$ cat src/rtl/trap_controller_pkg.sv
// Shared constants for the machine-mode trap controller: CSR addresses, mstatus/mie bit
// positions, the default interrupt cause and the sequencer state encoding.
package trap_controller_pkg;

  localparam logic [11:0] CsrMstatus  = 12'h300;
  localparam logic [11:0] CsrMisa     = 12'h301;
  localparam logic [11:0] CsrMie      = 12'h304;
  localparam logic [11:0] CsrMtvec    = 12'h305;
  localparam logic [11:0] CsrMscratch = 12'h340;
  localparam logic [11:0] CsrMepc     = 12'h341;
  localparam logic [11:0] CsrMcause   = 12'h342;
  localparam logic [11:0] CsrMtval    = 12'h343;
  localparam logic [11:0] CsrMip      = 12'h344;

  localparam int unsigned MstatusMie   = 3;
  localparam int unsigned MstatusMpie  = 7;
  localparam int unsigned MstatusMppLo = 11;
  localparam int unsigned MstatusMppHi = 12;
  localparam int unsigned MieMeie      = 11;

  localparam logic [31:0] IrqCauseMext = 32'h8000_000B;

  localparam logic [1:0] TvecModeVectored = 2'b01;

  // Trap entry walks StWEpc..StRTvec; MRET walks StMStatus..StMEpc.
  typedef enum logic [2:0] {
    StIdle,
    StWEpc,
    StWCause,
    StWTval,
    StWStatus,
    StRTvec,
    StMStatus,
    StMEpc
  } trap_state_e;

endpackage

$ cat src/rtl/trap_controller_if.sv
// Single-port CSR access bundle: address, write data/enable, combinational read data.
// The requester of an access is the master; the side holding the registers is the slave.
interface trap_controller_if #(
  parameter int unsigned XLEN = 32
);

  logic [11:0]     addr;
  logic [XLEN-1:0] w_data;
  logic            w_en;
  logic [XLEN-1:0] r_data;

  modport master (
    output addr,
    output w_data,
    output w_en,
    input  r_data
  );

  modport slave (
    input  addr,
    input  w_data,
    input  w_en,
    output r_data
  );

endinterface

$ cat src/rtl/trap_controller.sv
// Sequences trap entry and MRET through the single-port machine CSR file, sharing that
// port with pipeline CSR instructions; stalls the pipeline and issues one PC redirect.
module trap_controller
  import trap_controller_pkg::*;
#(
  parameter int unsigned     XLEN      = 32,
  parameter logic [XLEN-1:0] IRQ_CAUSE = IrqCauseMext
) (
  input  logic                clock,
  input  logic                rst_n,
  input  logic                exc_req,
  input  logic [XLEN-1:0]     exc_cause,
  input  logic [XLEN-1:0]     exc_tval,
  input  logic [XLEN-1:0]     commit_pc,
  input  logic                irq_ext,
  input  logic                mret_req,
  output logic                busy,
  output logic                redirect_valid,
  output logic [XLEN-1:0]     redirect_pc,
  trap_controller_if.slave    inst,
  trap_controller_if.master   csr
);

  trap_state_e state_q, state_d;

  logic [XLEN-1:0] epc_q, epc_d;
  logic [XLEN-1:0] cause_q, cause_d;
  logic [XLEN-1:0] tval_q, tval_d;
  logic            is_irq_q, is_irq_d;
  logic            busy_q;
  logic            redirect_valid_q, redirect_valid_d;
  logic [XLEN-1:0] redirect_pc_q, redirect_pc_d;
  logic            shadow_mie_q, shadow_mie_d;
  logic            shadow_meie_q, shadow_meie_d;

  logic [XLEN-1:0] status_trap;
  logic [XLEN-1:0] status_mret;
  logic [XLEN-1:0] tvec_base;
  logic [XLEN-1:0] tvec_target;
  logic            irq_take;

  assign busy           = busy_q;
  assign redirect_valid = redirect_valid_q;
  assign redirect_pc    = redirect_pc_q;
  assign inst.r_data    = csr.r_data;

  assign irq_take = irq_ext & shadow_mie_q & shadow_meie_q;

  // Address depends on state only, so the combinational read never loops back into it.
  always_comb begin
    csr.addr = inst.addr;
    unique case (state_q)
      StIdle:                 csr.addr = inst.addr;
      StWEpc, StMEpc:         csr.addr = CsrMepc;
      StWCause:               csr.addr = CsrMcause;
      StWTval:                csr.addr = CsrMtval;
      StWStatus, StMStatus:   csr.addr = CsrMstatus;
      StRTvec:                csr.addr = CsrMtvec;
      default:                csr.addr = CsrMstatus;
    endcase
  end

  // Read-modify-write images of mstatus and the trap vector target.
  always_comb begin
    status_trap                            = csr.r_data;
    status_trap[MstatusMpie]               = csr.r_data[MstatusMie];
    status_trap[MstatusMie]                = 1'b0;
    status_trap[MstatusMppHi:MstatusMppLo] = 2'b11;

    status_mret              = csr.r_data;
    status_mret[MstatusMie]  = csr.r_data[MstatusMpie];
    status_mret[MstatusMpie] = 1'b1;

    tvec_base   = {csr.r_data[XLEN-1:2], 2'b00};
    tvec_target = tvec_base;
    if (is_irq_q && (csr.r_data[1:0] == TvecModeVectored)) begin
      tvec_target = tvec_base + {cause_q[XLEN-3:0], 2'b00};
    end
  end

  always_comb begin
    state_d          = state_q;
    epc_d            = epc_q;
    cause_d          = cause_q;
    tval_d           = tval_q;
    is_irq_d         = is_irq_q;
    redirect_valid_d = 1'b0;
    redirect_pc_d    = redirect_pc_q;
    shadow_mie_d     = shadow_mie_q;
    shadow_meie_d    = shadow_meie_q;
    csr.w_data       = inst.w_data;
    csr.w_en         = 1'b0;

    unique case (state_q)
      StIdle: begin
        csr.w_en = inst.w_en;
        if (inst.w_en && (inst.addr == CsrMstatus)) begin
          shadow_mie_d = inst.w_data[MstatusMie];
        end
        if (inst.w_en && (inst.addr == CsrMie)) begin
          shadow_meie_d = inst.w_data[MieMeie];
        end
        if (exc_req) begin
          state_d  = StWEpc;
          epc_d    = commit_pc;
          cause_d  = exc_cause;
          tval_d   = exc_tval;
          is_irq_d = 1'b0;
        end else if (mret_req) begin
          state_d = StMStatus;
        end else if (irq_take) begin
          state_d  = StWEpc;
          epc_d    = commit_pc;
          cause_d  = IRQ_CAUSE;
          tval_d   = '0;
          is_irq_d = 1'b1;
        end
      end
      StWEpc: begin
        csr.w_data = epc_q;
        csr.w_en   = 1'b1;
        state_d    = StWCause;
      end
      StWCause: begin
        csr.w_data = cause_q;
        csr.w_en   = 1'b1;
        state_d    = StWTval;
      end
      StWTval: begin
        csr.w_data = tval_q;
        csr.w_en   = 1'b1;
        state_d    = StWStatus;
      end
      StWStatus: begin
        csr.w_data   = status_trap;
        csr.w_en     = 1'b1;
        shadow_mie_d = 1'b0;
        state_d      = StRTvec;
      end
      StRTvec: begin
        csr.w_data       = '0;
        redirect_pc_d    = tvec_target;
        redirect_valid_d = 1'b1;
        state_d          = StIdle;
      end
      StMStatus: begin
        csr.w_data   = status_mret;
        csr.w_en     = 1'b1;
        shadow_mie_d = csr.r_data[MstatusMpie];
        state_d      = StMEpc;
      end
      StMEpc: begin
        csr.w_data       = '0;
        redirect_pc_d    = {csr.r_data[XLEN-1:2], 2'b00};
        redirect_valid_d = 1'b1;
        state_d          = StIdle;
      end
      default: begin
        state_d = StIdle;
      end
    endcase
  end

  always_ff @(posedge clock or negedge rst_n) begin
    if (!rst_n) begin
      state_q          <= StIdle;
      epc_q            <= '0;
      cause_q          <= '0;
      tval_q           <= '0;
      is_irq_q         <= 1'b0;
      busy_q           <= 1'b0;
      redirect_valid_q <= 1'b0;
      redirect_pc_q    <= '0;
      shadow_mie_q     <= 1'b0;
      shadow_meie_q    <= 1'b0;
    end else begin
      state_q          <= state_d;
      epc_q            <= epc_d;
      cause_q          <= cause_d;
      tval_q           <= tval_d;
      is_irq_q         <= is_irq_d;
      busy_q           <= (state_d != StIdle);
      redirect_valid_q <= redirect_valid_d;
      redirect_pc_q    <= redirect_pc_d;
      shadow_mie_q     <= shadow_mie_d;
      shadow_meie_q    <= shadow_meie_d;
    end
  end

endmodule

$ cat src/flat_wrapper.sv
// flat-port wrapper written by rule: the top's interface ports become plain ports
module trap_controller_flat import trap_controller_pkg::*;
#(
  parameter int unsigned     XLEN      = 32,
  parameter logic [XLEN-1:0] IRQ_CAUSE = IrqCauseMext
)
  (clock, rst_n, exc_req, exc_cause, exc_tval, commit_pc, irq_ext, mret_req, busy, redirect_valid, redirect_pc, inst_addr, inst_w_data, inst_w_en, inst_r_data, csr_addr, csr_w_data, csr_w_en, csr_r_data);
  trap_controller_if #(.XLEN(XLEN)) inst_i ();
  trap_controller_if #(.XLEN(XLEN)) csr_i ();
  input  logic clock;
  input  logic rst_n;
  input  logic exc_req;
  input  logic [XLEN-1:0] exc_cause;
  input  logic [XLEN-1:0] exc_tval;
  input  logic [XLEN-1:0] commit_pc;
  input  logic irq_ext;
  input  logic mret_req;
  output logic busy;
  output logic redirect_valid;
  output logic [XLEN-1:0] redirect_pc;
  input wire logic [$bits(inst_i.addr)-1:0] inst_addr;
  input wire logic [$bits(inst_i.w_data)-1:0] inst_w_data;
  input wire logic [$bits(inst_i.w_en)-1:0] inst_w_en;
  output wire logic [$bits(inst_i.r_data)-1:0] inst_r_data;
  output wire logic [$bits(csr_i.addr)-1:0] csr_addr;
  output wire logic [$bits(csr_i.w_data)-1:0] csr_w_data;
  output wire logic [$bits(csr_i.w_en)-1:0] csr_w_en;
  input wire logic [$bits(csr_i.r_data)-1:0] csr_r_data;
  assign inst_i.addr = inst_addr;
  assign inst_i.w_data = inst_w_data;
  assign inst_i.w_en = inst_w_en;
  assign inst_r_data = inst_i.r_data;
  assign csr_addr = csr_i.addr;
  assign csr_w_data = csr_i.w_data;
  assign csr_w_en = csr_i.w_en;
  assign csr_i.r_data = csr_r_data;
  trap_controller #(.XLEN(XLEN), .IRQ_CAUSE(IRQ_CAUSE)) u_core (.clock(clock), .rst_n(rst_n), .exc_req(exc_req), .exc_cause(exc_cause), .exc_tval(exc_tval), .commit_pc(commit_pc), .irq_ext(irq_ext), .mret_req(mret_req), .busy(busy), .redirect_valid(redirect_valid), .redirect_pc(redirect_pc), .inst(inst_i), .csr(csr_i));
endmodule
$ cat config.mk
export PLATFORM = sky130hd
export DESIGN_NAME = trap_controller_flat
export DESIGN_NICKNAME = d
export VERILOG_FILES = /design/src/rtl/trap_controller_pkg.sv /design/src/rtl/trap_controller_if.sv /design/src/rtl/trap_controller.sv /design/src/flat_wrapper.sv
export SDC_FILE = /design/constraint.sdc
export NUM_CORES = 1
export LEC_CHECK = 0
export ABC_AREA = 0
export BUFFER_PORTS_ARGS = -buffer_cell sky130_fd_sc_hd__clkbuf_2
export CAP_MARGIN = 20
export CORE_MARGIN = 5
export CORE_UTILIZATION = 45
export DETAILED_ROUTE_END_ITERATION = 16
export MAX_ROUTING_LAYER = met4
export PLACE_DENSITY = 0.77
export SYNTH_ARGS = -nofsm -noshare
export SYNTH_HDL_FRONTEND = slang
export SYNTH_SLANG_ARGS = --single-unit
$ cat constraint.sdc
create_clock -name clock -period 3.7 [get_ports clock]
set_clock_uncertainty 0.2 [all_clocks]
set_input_delay 0.74 -clock clock [delete_from_list [all_inputs] [get_ports clock]]
set_output_delay 0.74 -clock clock [all_outputs]
set_load 0.02 [all_outputs]
* Yosys cells after proc, flatten, opt, wreduce, memory -nomap -nowiden *
Index checks and enable logic that the tools add are counted.

word-level totals
  register bits after elaboration = 136
  bits of input ports = 178
  word-level logic and storage cells = 64

cells by class
  add/sub/neg operators = 1
  eq/ne operators = 12
  muxes and demuxes = 24
  bitwise gates (word level) = 2
  reduce and logical (&&, ||, !) cells = 15

operator list
  cell                                                   number
  two-way mux 32 bit                                     10
  one-hot mux 32 bit (6 select lines)                    1
  one-hot mux 12 bit (6 select lines)                    1
  one-hot mux 32 bit (2 select lines)                    1
  adder 32 bit                                           1
  equality test 12 x 10 -> 1 bit, second input constant  2
  one-hot mux 3 bit (7 select lines)                     1
  equality test 3 bit, second input constant             4
  two-way mux 3 bit                                      3
  equality test 3 x 2 -> 1 bit, second input constant    2
  nonzero test 3 bit                                     2
  OR reduction 2 bit                                     3
  two-way mux 1 bit                                      5
  OR reduction 5 bit                                     1
  AND reduction 2 bit                                    2
  nonzero test 2 bit                                     2
  equality test 3 x 1 -> 1 bit, second input constant    1
  logical AND 1 bit                                      3
  zero test 3 bit                                        1
  one-hot mux 1 bit (3 select lines)                     1
  AND reduction 3 bit                                    1
  AND 1 bit                                              2
  equality test 2 x 1 -> 1 bit, second input constant    1
  inequality test 2 x 1 -> 1 bit, second input constant  1
  other kinds (2)                                        2

* Depth between registers and ports, before layout *
  depth after elaboration = 7
  mapped depth = 11

* Worst setup path before layout *
OpenSTA, ideal clock, no wires.

  kind = input port to flip-flop
  start point = in csr_r_data[2]
  end point = reg u_core.redirect_pc_q[30], in the netlist u_core.redirect_pc[30]
  library setup time = 0.082 ns
  arrival = 2.899 ns
  data required time = 3.418 ns
  path slack = 0.519 ns
  stages = 11
  path buffers = 0
  path through = ha_1 fa_1 a21o_1 nand4_1 a211oi_2 nor3_2 o31ai_2 a41oi_2 o31ai_1 mux2_1 a31oi_1

between the ends
  longest elaborated chain between the ends = 3

RTL lines
  what                                 RTL line                source
  start: declaration                   flat_wrapper.sv:28      input wire logic [$bits(csr_i.r_data)-1:0] csr_r_data;
  adder 32 bit                         trap_controller.sv:77   tvec_target = tvec_base + {cause_q[XLEN-3:0], 2'b00};
  two-way mux 32 bit                   trap_controller.sv:76   if (is_irq_q && (csr.r_data[1:0] == TvecModeVectored)) begin
  one-hot mux 32 bit (2 select lines)  trap_controller.sv:94   unique case (state_q)
  end signal: assignment               trap_controller.sv:184  redirect_pc_q <= redirect_pc_d;
  end: declaration                     trap_controller.sv:32   logic [XLEN-1:0] redirect_pc_q, redirect_pc_d;

No other way between the ends.
A chain may end at the register's enable or synchronous reset.

* Worst setup path after layout *
  start point = reg u_core.state_q[0]
  end point = out csr_w_data[6]

between the ends
  longest elaborated chain between the ends = 3
  elaborated cells between the ends (all ways) = 9
  those cells by class = eq/ne (7); mux (1); reduce/logical (1)

RTL lines
  what                                   RTL line                source
  start: declaration                     trap_controller.sv:24   trap_state_e state_q, state_d;
  start signal: assignment               trap_controller.sv:166  state_q <= StIdle;
  start signal: assignment               trap_controller.sv:177  state_q <= state_d;
  equality test 3 bit                    trap_controller.sv:94
  OR reduction 2 bit (no line)           --
  one-hot mux 32 bit (6 select lines) *  trap_controller.sv:94
  end: declaration                       flat_wrapper.sv:26      output wire logic [$bits(csr_i.w_data)-1:0] csr_w_data;

Mark *: on every way between the ends. The rest lies on a longest branch, timed or not.

==> results.tsv <==
metric	value	unit
status	completed	
clk_pin_slew	0.06	ns
cts.sinks	134	
ctsHoldBuffers	0	
initial_core_util	45.4	%
crit_chain	clkinvlp_4 > nor3_2 > buf_4 > a22oi_1 > a21oi_1 > clkbuf_2	
vias	8079	
rsz0062_at_grt	no	
synth_edf_count	0	
cp.arrival	2.55	ns
power.density	969	nW/um^2
layout.cells.non_filler	1402	
path_max_fanout	18	
vdd_drop_max	0.000498	V
drive_gt1_share	34.1	%
finalCriticalPeriod	3.49	ns
syn_area_per_cell	8.83	um^2
cts_tree	yes	
ys_ff_latch	134	
worst_r2r_endpoint	u_core.redirect_pc[30]	
route.detailed.drc	0	
cp-startpoint	u_core.state_q[0]	
fin_nets	1367	
routed_wl	29.2	mm
slew_violations	0	
grt_pass1_vias	7882	
p_leak	5.03	nW
ctsLongestPathBuffers	2	
maxSlewHeadroom	46.9	%
cts-root-buf	clkbuf_16	
setup_violations	0	
first_pass_iters	5	
grt_util_all_layers	28.9	%
critPathSlowestCell	dfrtp_1	
gr-total-overflow	0	
die_h	144	um
max_clock_freq	0.286	GHz
die_w	144	um
rows	49	
synth-warning-count	0	
hpwl	22.4	mm
p_total	0.00989	W
r2r_cells	11	
async_reset_ff_share	100	%
period_share	94.4	%
endpoint	csr_w_data[6]	
wl_met1	12.7	mm
path_depth	6	
fin_area	10200	um^2
worst_pin_slew	0.792	ns
startpoint_type	register	
netlist_instances	913	
top_layer	met4	
antenna_found_initial	1	
die_area	20700	um^2
worst-path-buf-inv	3	
via_per_inst	5.76	
clk_latency	0.43	ns
wl_met3	2.79	mm
yosysSeqAreaShare	41.6	%
grt_max_degree	79	
synth_top_area_share	41.6	%
synth-main-ff-cell	dfrtp_1	
synth.distinct_cells	57	
dp_cells	1368	
cts_inserted_buffers	17	
critPathKind	reg -> out	
yosys.area.top_type	dfrtp_1	
pin_count	289	
fin_setup_tns	0	ns
wl_met2	13.0	mm
drt-initial-drc-count	756	
hold_viol_final	0	
cp-end-kind	output port	
ys_top_cells_by_area	dfrtp_1, a21oi_1, a22o_1	
gp_congestion	0.960	
core-area	17800	um^2
critPathTopFamily	buffers and inverters	
max_cap_viol_count	0	
r2r_slack	0.36	ns
required	2.76	ns
slowest_delay	0.73	ns
grt_pass1_wl	44.3	mm
wire_per_inst	20.8	um
postRouteAntennaNets	0	
syn_to_final_growth	26.6	%
hold_class	in -> async	
placed_area	9630	um^2
syn_area	8070	um^2
portBuffers	286	
htree_levels	4	
r2r_start	u_core.cause_q[0]	
## registers in the layout (all words and copies together) (netlist names)
signal and count:
u_core.tval_q 32, u_core.cause_q 32, u_core.state_q 3, u_core.is_irq_q 1
u_core.shadow_meie_q 1, u_core.redirect_valid 1, u_core.epc_q 32, u_core.shadow_mie_q 1
u_core.redirect_pc 30, u_core.busy 1
## timing repair
item,4_1_cts,5_1_grt
endpoints found under the setup margin,0,3
buffers inserted,0,1
resized for setup,0,1
## report_power, final
part	leakage, nW	total [W]	internal, W	switching (W)
sequential	1.62	0.00276	0.00217	0.000587
combinational	3.13	0.00547	0.00213	0.00334
clock	0.276	0.00166	0.000906	0.000756
total	5.03	0.00989	0.00520	0.00469
## metal layers
metal / track usage, % / up-vias
li1: - / 3772
met1: 40.4 / 3828
met5: - / -
met2: 41.5 / 425
met4: 8.97 / 0
met3: 6.96 / 54
## logic make-up after synthesis
| group | synth area share (%) |
|---|---|
| DFF | 41.6 |
| xor gates and xnor gates | 2.28 |
| buffers and inverters | 6.61 |
| muxes | 5.63 |
| other | 0.0465 |
| and+or+nand+nor | 13.7 |
| adders and majority gates | 4.75 |
| AOI/OAI and AO/OA | 25.4 |
## worst min-delay path by stage
stage	startpoint	endpoint	slack (ns)	cells after the start
5_1_grt	rst_n	u_core.redirect_pc[27]	0.20	1
2_1_floorplan	rst_n	u_core.busy	0.24	0
3_5_place_dp	u_core.redirect_pc[13]	u_core.redirect_pc[13]	0.27	2
4_1_cts	rst_n	u_core.redirect_pc[24]	0.18	1
3_3_place_gp	u_core.redirect_pc[9]	u_core.redirect_pc[9]	0.26	2
6_report	rst_n	u_core.redirect_pc[24]	0.14	1
## metrics by stage
| step | util [%] | hold WS (ns) | worst slack [ns] |
|---|---|---|---|
| after CTS | 57.3 | 0.178 | 0.122 |
| after global placement | 54.1 | 0.263 | 0.179 |
| after floorplan | - | 0.244 | 0.519 |
| after detailed placement | 54.1 | 0.269 | 0.115 |
| final | 57.4 | 0.136 | 0.208 |
| after global routing | 57.4 | 0.199 | 0.123 |
## cell usage in the layout, fill, tap and decap left out, drive strengths merged, types with 3 or more instances in the layout
cell type / instances
clkbuf: 303
a21oi: 155
dfrtp: 134
nand2: 102
nor2: 74
a22o: 49
o21ai: 45
mux2: 35
buf: 31
a22oi: 30
ha: 29
inv: 25
nand3: 24
xnor2: 15
nor3: 15
a21o: 10
a31oi: 10
and3: 9
and2: 8
mux2i: 6
xor2: 6
o21bai: 5
nand2b: 4
clkinv: 4
a211o: 3
nor2b: 3
a311oi: 3
clkinvlp: 3
a211oi: 3
o31ai: 3
## Yosys cell counts (3+ instances only)
library cell / n
a21oi_1: 155
dfrtp_1: 134
nand2_1: 102
nor2_1: 74
a22o_1: 49
clkbuf_1: 48
o21ai_0: 40
buf_4: 34
mux2_2: 34
a22oi_1: 30
ha_1: 29
nand3_1: 24
inv_1: 16
xnor2_1: 15
nor3_1: 13
a21o_1: 10
a31oi_1: 10
and3_1: 9
and2_1: 8
buf_1: 8
mux2i_1: 6
xor2_1: 6
o21ai_1: 5
o21bai_1: 5
nand2b_1: 4
a211o_1: 3
a311oi_1: 3
nor2b_1: 3
## area by class of cell
cell class	instances	area, um^2
antenna	1	2.50
clock buffer	18	439
clock inverter	14	130
fill	1610	7570
inverter	18	71.3
multi-input combinational	672	4230
sequential	134	3350
tap	229	287
timing repair buffer	316	1700
No activity file was read; power rests on OpenSTA's default activity.
